--- src/rtl/pipeline_sequencer_if.sv ---
// Command/status bundle between the debug unit, hazard logic and the pipeline sequencer.
// Signal semantics: i_* are level inputs sampled every rising edge (i_step is a one-cycle pulse);
// o_* are enables/flushes valid for the current cycle, with no ready back-pressure.
interface pipeline_sequencer_if #(
    parameter int CNT_WIDTH = 32
);
    logic                 i_run;
    logic                 i_step;
    logic                 i_halt;
    logic                 i_load_use;
    logic                 i_branch_taken;
    logic                 o_pc_enable;
    logic                 o_if_id_enable;
    logic                 o_if_id_flush;
    logic                 o_id_ex_flush;
    logic                 o_pipe_enable;
    logic                 o_halted;
    logic [CNT_WIDTH-1:0] o_cycle_count;

    modport master (
        output i_run, i_step, i_halt, i_load_use, i_branch_taken,
        input  o_pc_enable, o_if_id_enable, o_if_id_flush, o_id_ex_flush,
               o_pipe_enable, o_halted, o_cycle_count
    );

    modport slave (
        input  i_run, i_step, i_halt, i_load_use, i_branch_taken,
        output o_pc_enable, o_if_id_enable, o_if_id_flush, o_id_ex_flush,
               o_pipe_enable, o_halted, o_cycle_count
    );
endinterface

--- src/rtl/pipeline_sequencer.sv ---
// Five-stage pipeline control: run/step arbitration, hazard stall/flush and halt drain.
// Enables are combinational from state and hazards so stalls act in the cycle they are raised.
module pipeline_sequencer #(
    parameter int DRAIN_CYCLES = 3,
    parameter int CNT_WIDTH    = 32
) (
    input  logic                  i_clk,
    input  logic                  i_reset,
    pipeline_sequencer_if.slave   bus,
    output logic [2:0]            o_dbg_state
);

    localparam int DW = (DRAIN_CYCLES < 2) ? 1 : $clog2(DRAIN_CYCLES + 1);

    generate
        if (DRAIN_CYCLES < 1) begin : g_bad_drain
            $error("pipeline_sequencer: DRAIN_CYCLES must be at least 1");
        end
    endgenerate

    typedef enum logic [2:0] {
        ST_IDLE   = 3'd0,
        ST_RUN    = 3'd1,
        ST_STEP   = 3'd2,
        ST_DRAIN  = 3'd3,
        ST_HALTED = 3'd4
    } state_t;

    state_t               state_q;
    logic [DW-1:0]        drain_q;
    logic [CNT_WIDTH-1:0] cycle_count_q;
    logic [CNT_WIDTH-1:0] cycle_count_d;

    logic pc_enable;
    logic if_id_enable;
    logic if_id_flush;
    logic id_ex_flush;
    logic pipe_enable;

    always_ff @(posedge i_clk) begin
        if (i_reset) begin
            state_q <= ST_IDLE;
            drain_q <= '0;
        end else begin
            case (state_q)
                ST_IDLE: begin
                    if (bus.i_run) begin
                        state_q <= ST_RUN;
                    end else if (bus.i_step) begin
                        state_q <= ST_STEP;
                    end
                end
                ST_RUN: begin
                    if (bus.i_halt) begin
                        state_q <= ST_DRAIN;
                        drain_q <= DW'(DRAIN_CYCLES);
                    end
                end
                ST_STEP: begin
                    if (bus.i_halt) begin
                        state_q <= ST_DRAIN;
                        drain_q <= DW'(DRAIN_CYCLES);
                    end else begin
                        state_q <= ST_IDLE;
                    end
                end
                ST_DRAIN: begin
                    // Counter holds the number of drain cycles still to run, including this one.
                    if (drain_q == DW'(1)) begin
                        state_q <= ST_HALTED;
                        drain_q <= '0;
                    end else begin
                        drain_q <= drain_q - DW'(1);
                    end
                end
                ST_HALTED: begin
                    state_q <= ST_HALTED;
                end
                default: begin
                    state_q <= ST_IDLE;
                    drain_q <= '0;
                end
            endcase
        end
    end

    always_comb begin
        pc_enable    = 1'b0;
        if_id_enable = 1'b0;
        if_id_flush  = 1'b0;
        id_ex_flush  = 1'b0;
        pipe_enable  = 1'b0;
        case (state_q)
            ST_RUN, ST_STEP: begin
                pipe_enable = 1'b1;
                if (bus.i_halt) begin
                    // HALT moves on into ID_EX; the instruction fetched behind it is squashed.
                    if_id_flush = 1'b1;
                end else if (bus.i_load_use) begin
                    id_ex_flush = 1'b1;
                end else if (bus.i_branch_taken) begin
                    pc_enable    = 1'b1;
                    if_id_enable = 1'b1;
                    if_id_flush  = 1'b1;
                end else begin
                    pc_enable    = 1'b1;
                    if_id_enable = 1'b1;
                end
            end
            ST_DRAIN: begin
                pipe_enable = 1'b1;
            end
            default: begin
                pipe_enable = 1'b0;
            end
        endcase
    end

    always_comb begin
        cycle_count_d = cycle_count_q;
        if (pipe_enable) begin
            cycle_count_d = cycle_count_q + CNT_WIDTH'(1);
        end
    end

    always_ff @(posedge i_clk) begin
        if (i_reset) begin
            cycle_count_q <= '0;
        end else begin
            cycle_count_q <= cycle_count_d;
        end
    end

    assign bus.o_pc_enable    = pc_enable;
    assign bus.o_if_id_enable = if_id_enable;
    assign bus.o_if_id_flush  = if_id_flush;
    assign bus.o_id_ex_flush  = id_ex_flush;
    assign bus.o_pipe_enable  = pipe_enable;
    assign bus.o_halted       = (state_q == ST_HALTED);
    assign bus.o_cycle_count  = cycle_count_q;
    assign o_dbg_state        = state_q;

endmodule
--- src/flat_wrapper.sv ---
// flat-port wrapper written by rule: the top's interface ports become plain ports
module pipeline_sequencer_flat 
#(
    parameter int DRAIN_CYCLES = 3,
    parameter int CNT_WIDTH    = 32
)
  (i_clk, i_reset, o_dbg_state, bus_i_run, bus_i_step, bus_i_halt, bus_i_load_use, bus_i_branch_taken, bus_o_pc_enable, bus_o_if_id_enable, bus_o_if_id_flush, bus_o_id_ex_flush, bus_o_pipe_enable, bus_o_halted, bus_o_cycle_count);
  pipeline_sequencer_if #(.CNT_WIDTH(CNT_WIDTH)) bus_i ();
  input  logic i_clk;
  input  logic i_reset;
  output logic [2:0] o_dbg_state;
  input wire logic [$bits(bus_i.i_run)-1:0] bus_i_run;
  input wire logic [$bits(bus_i.i_step)-1:0] bus_i_step;
  input wire logic [$bits(bus_i.i_halt)-1:0] bus_i_halt;
  input wire logic [$bits(bus_i.i_load_use)-1:0] bus_i_load_use;
  input wire logic [$bits(bus_i.i_branch_taken)-1:0] bus_i_branch_taken;
  output wire logic [$bits(bus_i.o_pc_enable)-1:0] bus_o_pc_enable;
  output wire logic [$bits(bus_i.o_if_id_enable)-1:0] bus_o_if_id_enable;
  output wire logic [$bits(bus_i.o_if_id_flush)-1:0] bus_o_if_id_flush;
  output wire logic [$bits(bus_i.o_id_ex_flush)-1:0] bus_o_id_ex_flush;
  output wire logic [$bits(bus_i.o_pipe_enable)-1:0] bus_o_pipe_enable;
  output wire logic [$bits(bus_i.o_halted)-1:0] bus_o_halted;
  output wire logic [$bits(bus_i.o_cycle_count)-1:0] bus_o_cycle_count;
  assign bus_i.i_run = bus_i_run;
  assign bus_i.i_step = bus_i_step;
  assign bus_i.i_halt = bus_i_halt;
  assign bus_i.i_load_use = bus_i_load_use;
  assign bus_i.i_branch_taken = bus_i_branch_taken;
  assign bus_o_pc_enable = bus_i.o_pc_enable;
  assign bus_o_if_id_enable = bus_i.o_if_id_enable;
  assign bus_o_if_id_flush = bus_i.o_if_id_flush;
  assign bus_o_id_ex_flush = bus_i.o_id_ex_flush;
  assign bus_o_pipe_enable = bus_i.o_pipe_enable;
  assign bus_o_halted = bus_i.o_halted;
  assign bus_o_cycle_count = bus_i.o_cycle_count;
  pipeline_sequencer #(.DRAIN_CYCLES(DRAIN_CYCLES), .CNT_WIDTH(CNT_WIDTH)) u_core (.i_clk(i_clk), .i_reset(i_reset), .bus(bus_i), .o_dbg_state(o_dbg_state));
endmodule
--- config.mk ---
export PLATFORM = sky130hd
export DESIGN_NAME = pipeline_sequencer_flat
export DESIGN_NICKNAME = d
export VERILOG_FILES = /design/src/rtl/pipeline_sequencer_if.sv /design/src/rtl/pipeline_sequencer.sv /design/src/flat_wrapper.sv
export SDC_FILE = /design/constraint.sdc
export NUM_CORES = 1
export LEC_CHECK = 0
export ABC_AREA = 0
export BUFFER_PORTS_ARGS = -buffer_cell sky130_fd_sc_hd__clkbuf_2
export CAP_MARGIN = 30
export CELL_PAD_IN_SITES_DETAIL_PLACEMENT = 1
export CELL_PAD_IN_SITES_GLOBAL_PLACEMENT = 1
export CORE_MARGIN = 8
export CORE_UTILIZATION = 40
export CTS_BUF_LIST = sky130_fd_sc_hd__clkbuf_4
export DETAILED_ROUTE_END_ITERATION = 16
export PLACE_DENSITY_LB_ADDON = 0.15
export SLEW_MARGIN = 20
export SYNTH_ARGS = -nofsm -noshare
export SYNTH_HDL_FRONTEND = slang
export SYNTH_SLANG_ARGS = --single-unit
--- constraint.sdc ---
create_clock -name i_clk -period 2.2 [get_ports i_clk]
set_input_delay 0.44 -clock i_clk [delete_from_list [all_inputs] [get_ports i_clk]]
set_output_delay 0.44 -clock i_clk [all_outputs]
set_load 0.02 [all_outputs]
==> flow_metrics.py <==
metrics = {
    "placed_design": {
        "dpl_cell_area_um2": 2320,
        "place_congestion": 0.737,
        "io_buffers": 47,
        "dp_hpwl_um": 3920,
    },
    "die": {
        "core_area_um2": 4750,
        "dieArea_um2": 7460,
        "rows": 25,
        "boundaryPins": 48,
        "initial_utilization": 0.417,
        "fp.dieW_um": 86.4,
        "die_h_um": 86.4,
    },
    "clocking": {
        "cts.sinks": 37,
        "cts_setup_buffers": 0,
        "clk_pin_slew_ns": 0.11,
        "clk_latency_ns": 0.33,
        "ctsHtreeMaxLevel": 2,
        "cts_buffers": 5,
        "ctsHoldBuffers": 0,
        "clockRootBuffer": "clkbuf_4",
        "clockBufferDepth": 2,
        "cts_tree": "done",
    },
    "yosys": {
        "yosys_warnings": 0,
        "synth-seq-cells": 37,
        "synth_common_cells": "dfxtp_1 (37), a21oi_1 (23), nor2_1 (19), nand2_1 (16)",
        "synthFlopType": "dfxtp_1",
        "synth_edf_count": 0,
        "synthesis.nets": 244,
        "synth_top_cell_area_share": 0.374,
        "synthTopCellsByArea": "dfxtp_1 (37%), a21oi_1 (5.8%), o31ai_1 (4.5%)",
        "synth_seq_area_share": 0.374,
        "async_reset_ff_frac": 0,
        "synth_cells": 235,
        "ys_types": 47,
        "yosysMostFrequentCell": "dfxtp_1",
        "yosys.area.top_type": "dfxtp_1",
        "synth_area_um2": 1980,
        "syn_area_per_cell_um2": 8.43,
    },
    "sta": {
        "max_freq_mhz": 504,
        "tightest_slew_ns": 0.420,
        "fin_crit_sh": 0.902,
        "timing.setup.tns_ns": 0,
        "layout_min_cycle_time_ns": 1.98,
        "grt_setup_unrepaired": "no",
        "hold_viol_final": 0,
        "finalMaxSlewViolations": 0,
        "setup_violations": 0,
        "max-slew-margin-rel": 0.720,
        "clock_skew_ns": 0.00882,
    },
    "power_and_ir_drop": {
        "internal_power_mw": 0.972,
        "power.total_mw": 1.37,
        "p_comb_frac": 0.204,
        "power_leakage_nw": 0.945,
        "vdd_ir_drop_max_mv": 0.236,
        "clockPowerShare": 0.277,
        "swShare": 0.292,
        "switchingPower_mw": 0.400,
        "seq_power_share": 0.519,
        "power_density_nw_per_um2": 571,
    },
    "drt": {
        "first_pass_iters": 4,
        "vias": 1887,
        "dr.first_iter.drc_count": 45,
        "drc": 0,
        "wl_per_cell_um": 14.7,
        "antenna_left": 0,
        "viasPerCell": 5.33,
        "totalWireLength_um": 5220,
    },
    "worst_hold_path": {
        "holdCritPathClass": "reg -> reg",
        "hp-start": "u_core.drain_q[1]",
        "worstHoldPathCells": 1,
        "min_to": "u_core.drain_q[1]",
    },
    "worst_setup_path": {
        "cp.arrival_ns": 1.54,
        "reg2reg_to": "u_core.bus.o_cycle_count[29]",
        "rrSetupSlack_ns": 0.22,
        "reg2reg_depth": 4,
        "worstPathMaxFanout": 14,
        "required_ns": 1.76,
        "crit_path_end_kind": "output pin",
        "r2r_start": "u_core.bus.o_cycle_count[12]",
        "crit_path_start_kind": "flip-flop",
        "crit_type": "reg -> out",
    },
    "outcome": {
        "outcome": "completed",
    },
    "cells_and_area": {
        "final_area_um2": 2400,
        "area_delta_synth_final_pct": 21.4,
        "drive_gt1_frac": 0.293,
        "fin_util": 0.506,
        "fin_nets": 295,
        "nFillCells": 603,
        "diodes": 0,
    },
    "grt": {
        "grt_start_max_net_pins": 32,
        "track_usage": 0.148,
        "grt_pass1_wl_um": 9290,
        "antenna_found_initial": 0,
        "first_global_vias": 1964,
        "grt_overflow_total": 0,
    },
    "flow_run": {
        "maxCapViolations": 0,
    },
}
power by group through the flow:
stage / clock, mW / sequential (mW) / combinational (mW)
finish: 0.380 / 0.712 / 0.280
global route: 0.423 / 0.716 / 0.315
CTS: 0.399 / 0.712 / 0.285
detailed placement: 0 / 0.728 / 0.283
global placement: 0 / 0.726 / 0.281
floorplan: 0 / 0.753 / 0.160
metal layers:
metal / vias up / GRT usage / routed length [um]
met5: - / 0 / 0
met4: 0 / 0.0282 / 15
met3: 2 / 0.0444 / 234
met2: 31 / 0.256 / 2490
met1: 887 / 0.177 / 2480
li1: 967 / - / -
layout make-up:
type / instances / area [um^2] / area share
Sequential cell: 37 / 741 / 0.308
Clock buffer: 8 / 60.1 / 0.0250
Inverter: 10 / 37.5 / 0.0156
Tap cell: 67 / 83.8 / 0.0349
Timing Repair Buffer: 60 / 345 / 0.144
Multi-Input combinational cell: 172 / 1140 / 0.473
critical path, cell delays in order, from the launching register on:
cell and delay [ns]:
dfxtp_1 0.39, buf_4 0.21, xor2_1 0.16, nand2b_1 0.11
nor3_1 0.15, clkbuf_2 0.20
sequential cells by signal, summed over array words and instances (netlist names):
register and flops:
u_core.drain_q 2, u_core.o_dbg_state 3, u_core.bus.o_cycle_count 32
worst max path at each step:
| stage | from | to | slack, ns | cells past startpoint |
|---|---|---|---|---|
| 6_report | u_core.o_dbg_state[1] | bus_o_id_ex_flush | 0.22 | 5 |
| 2_1_floorplan | u_core.bus.o_cycle_count[0] | u_core.bus.o_cycle_count[22] | 0.11 | 7 |
| 3_3_place_gp | u_core.bus.o_cycle_count[16] | u_core.bus.o_cycle_count[30] | 0.13 | 4 |
| 3_5_place_dp | u_core.bus.o_cycle_count[12] | u_core.bus.o_cycle_count[28] | 0.10 | 4 |
| 5_1_grt | u_core.o_dbg_state[1] | bus_o_pc_enable | 0.05 | 5 |
| 4_1_cts | u_core.bus.o_cycle_count[12] | u_core.bus.o_cycle_count[28] | 0.08 | 4 |
placed cells by master (no fill, tap or decap), types with 7 or more instances in the layout:
cell	count
clkbuf_2	47
nand4_1	12
a21oi_1	23
inv_1	9
or4_1	11
clkbuf_4	8
buf_4	12
dfxtp_1	37
o31ai_1	12
nor2b_1	9
nand2_1	16
nor4_1	7
nor2_1	19
stage by stage:
step	worst slack (ns)	hold WS, ns	cells
after floorplan	0.112	0.472	235
after global placement	0.133	0.482	346
after detailed placement	0.101	0.498	346
after CTS	0.0828	0.524	354
after global routing	0.0531	0.540	354
final	0.216	0.515	354
what timing repair did:
| item | in CTS | in global routing |
|---|---|---|
| endpoints found under the hold margin | 0 | 0 |
| resized for setup | 0 | 4 |
| setup endpoints to repair | 0 | 5 |
cells by family (layout without fill, tap and decap cells):
kind of cell,Yosys count,after routing,synth area share
compound gates,47,47,0.151
xor+xnor,9,9,0.0398
buf+inv,26,78,0.0651
fa+ha+maj,3,3,0.0177
simple gates,105,105,0.307
mux,8,8,0.0455
flops,37,37,0.374
No activity file was read; power rests on OpenSTA's default activity.
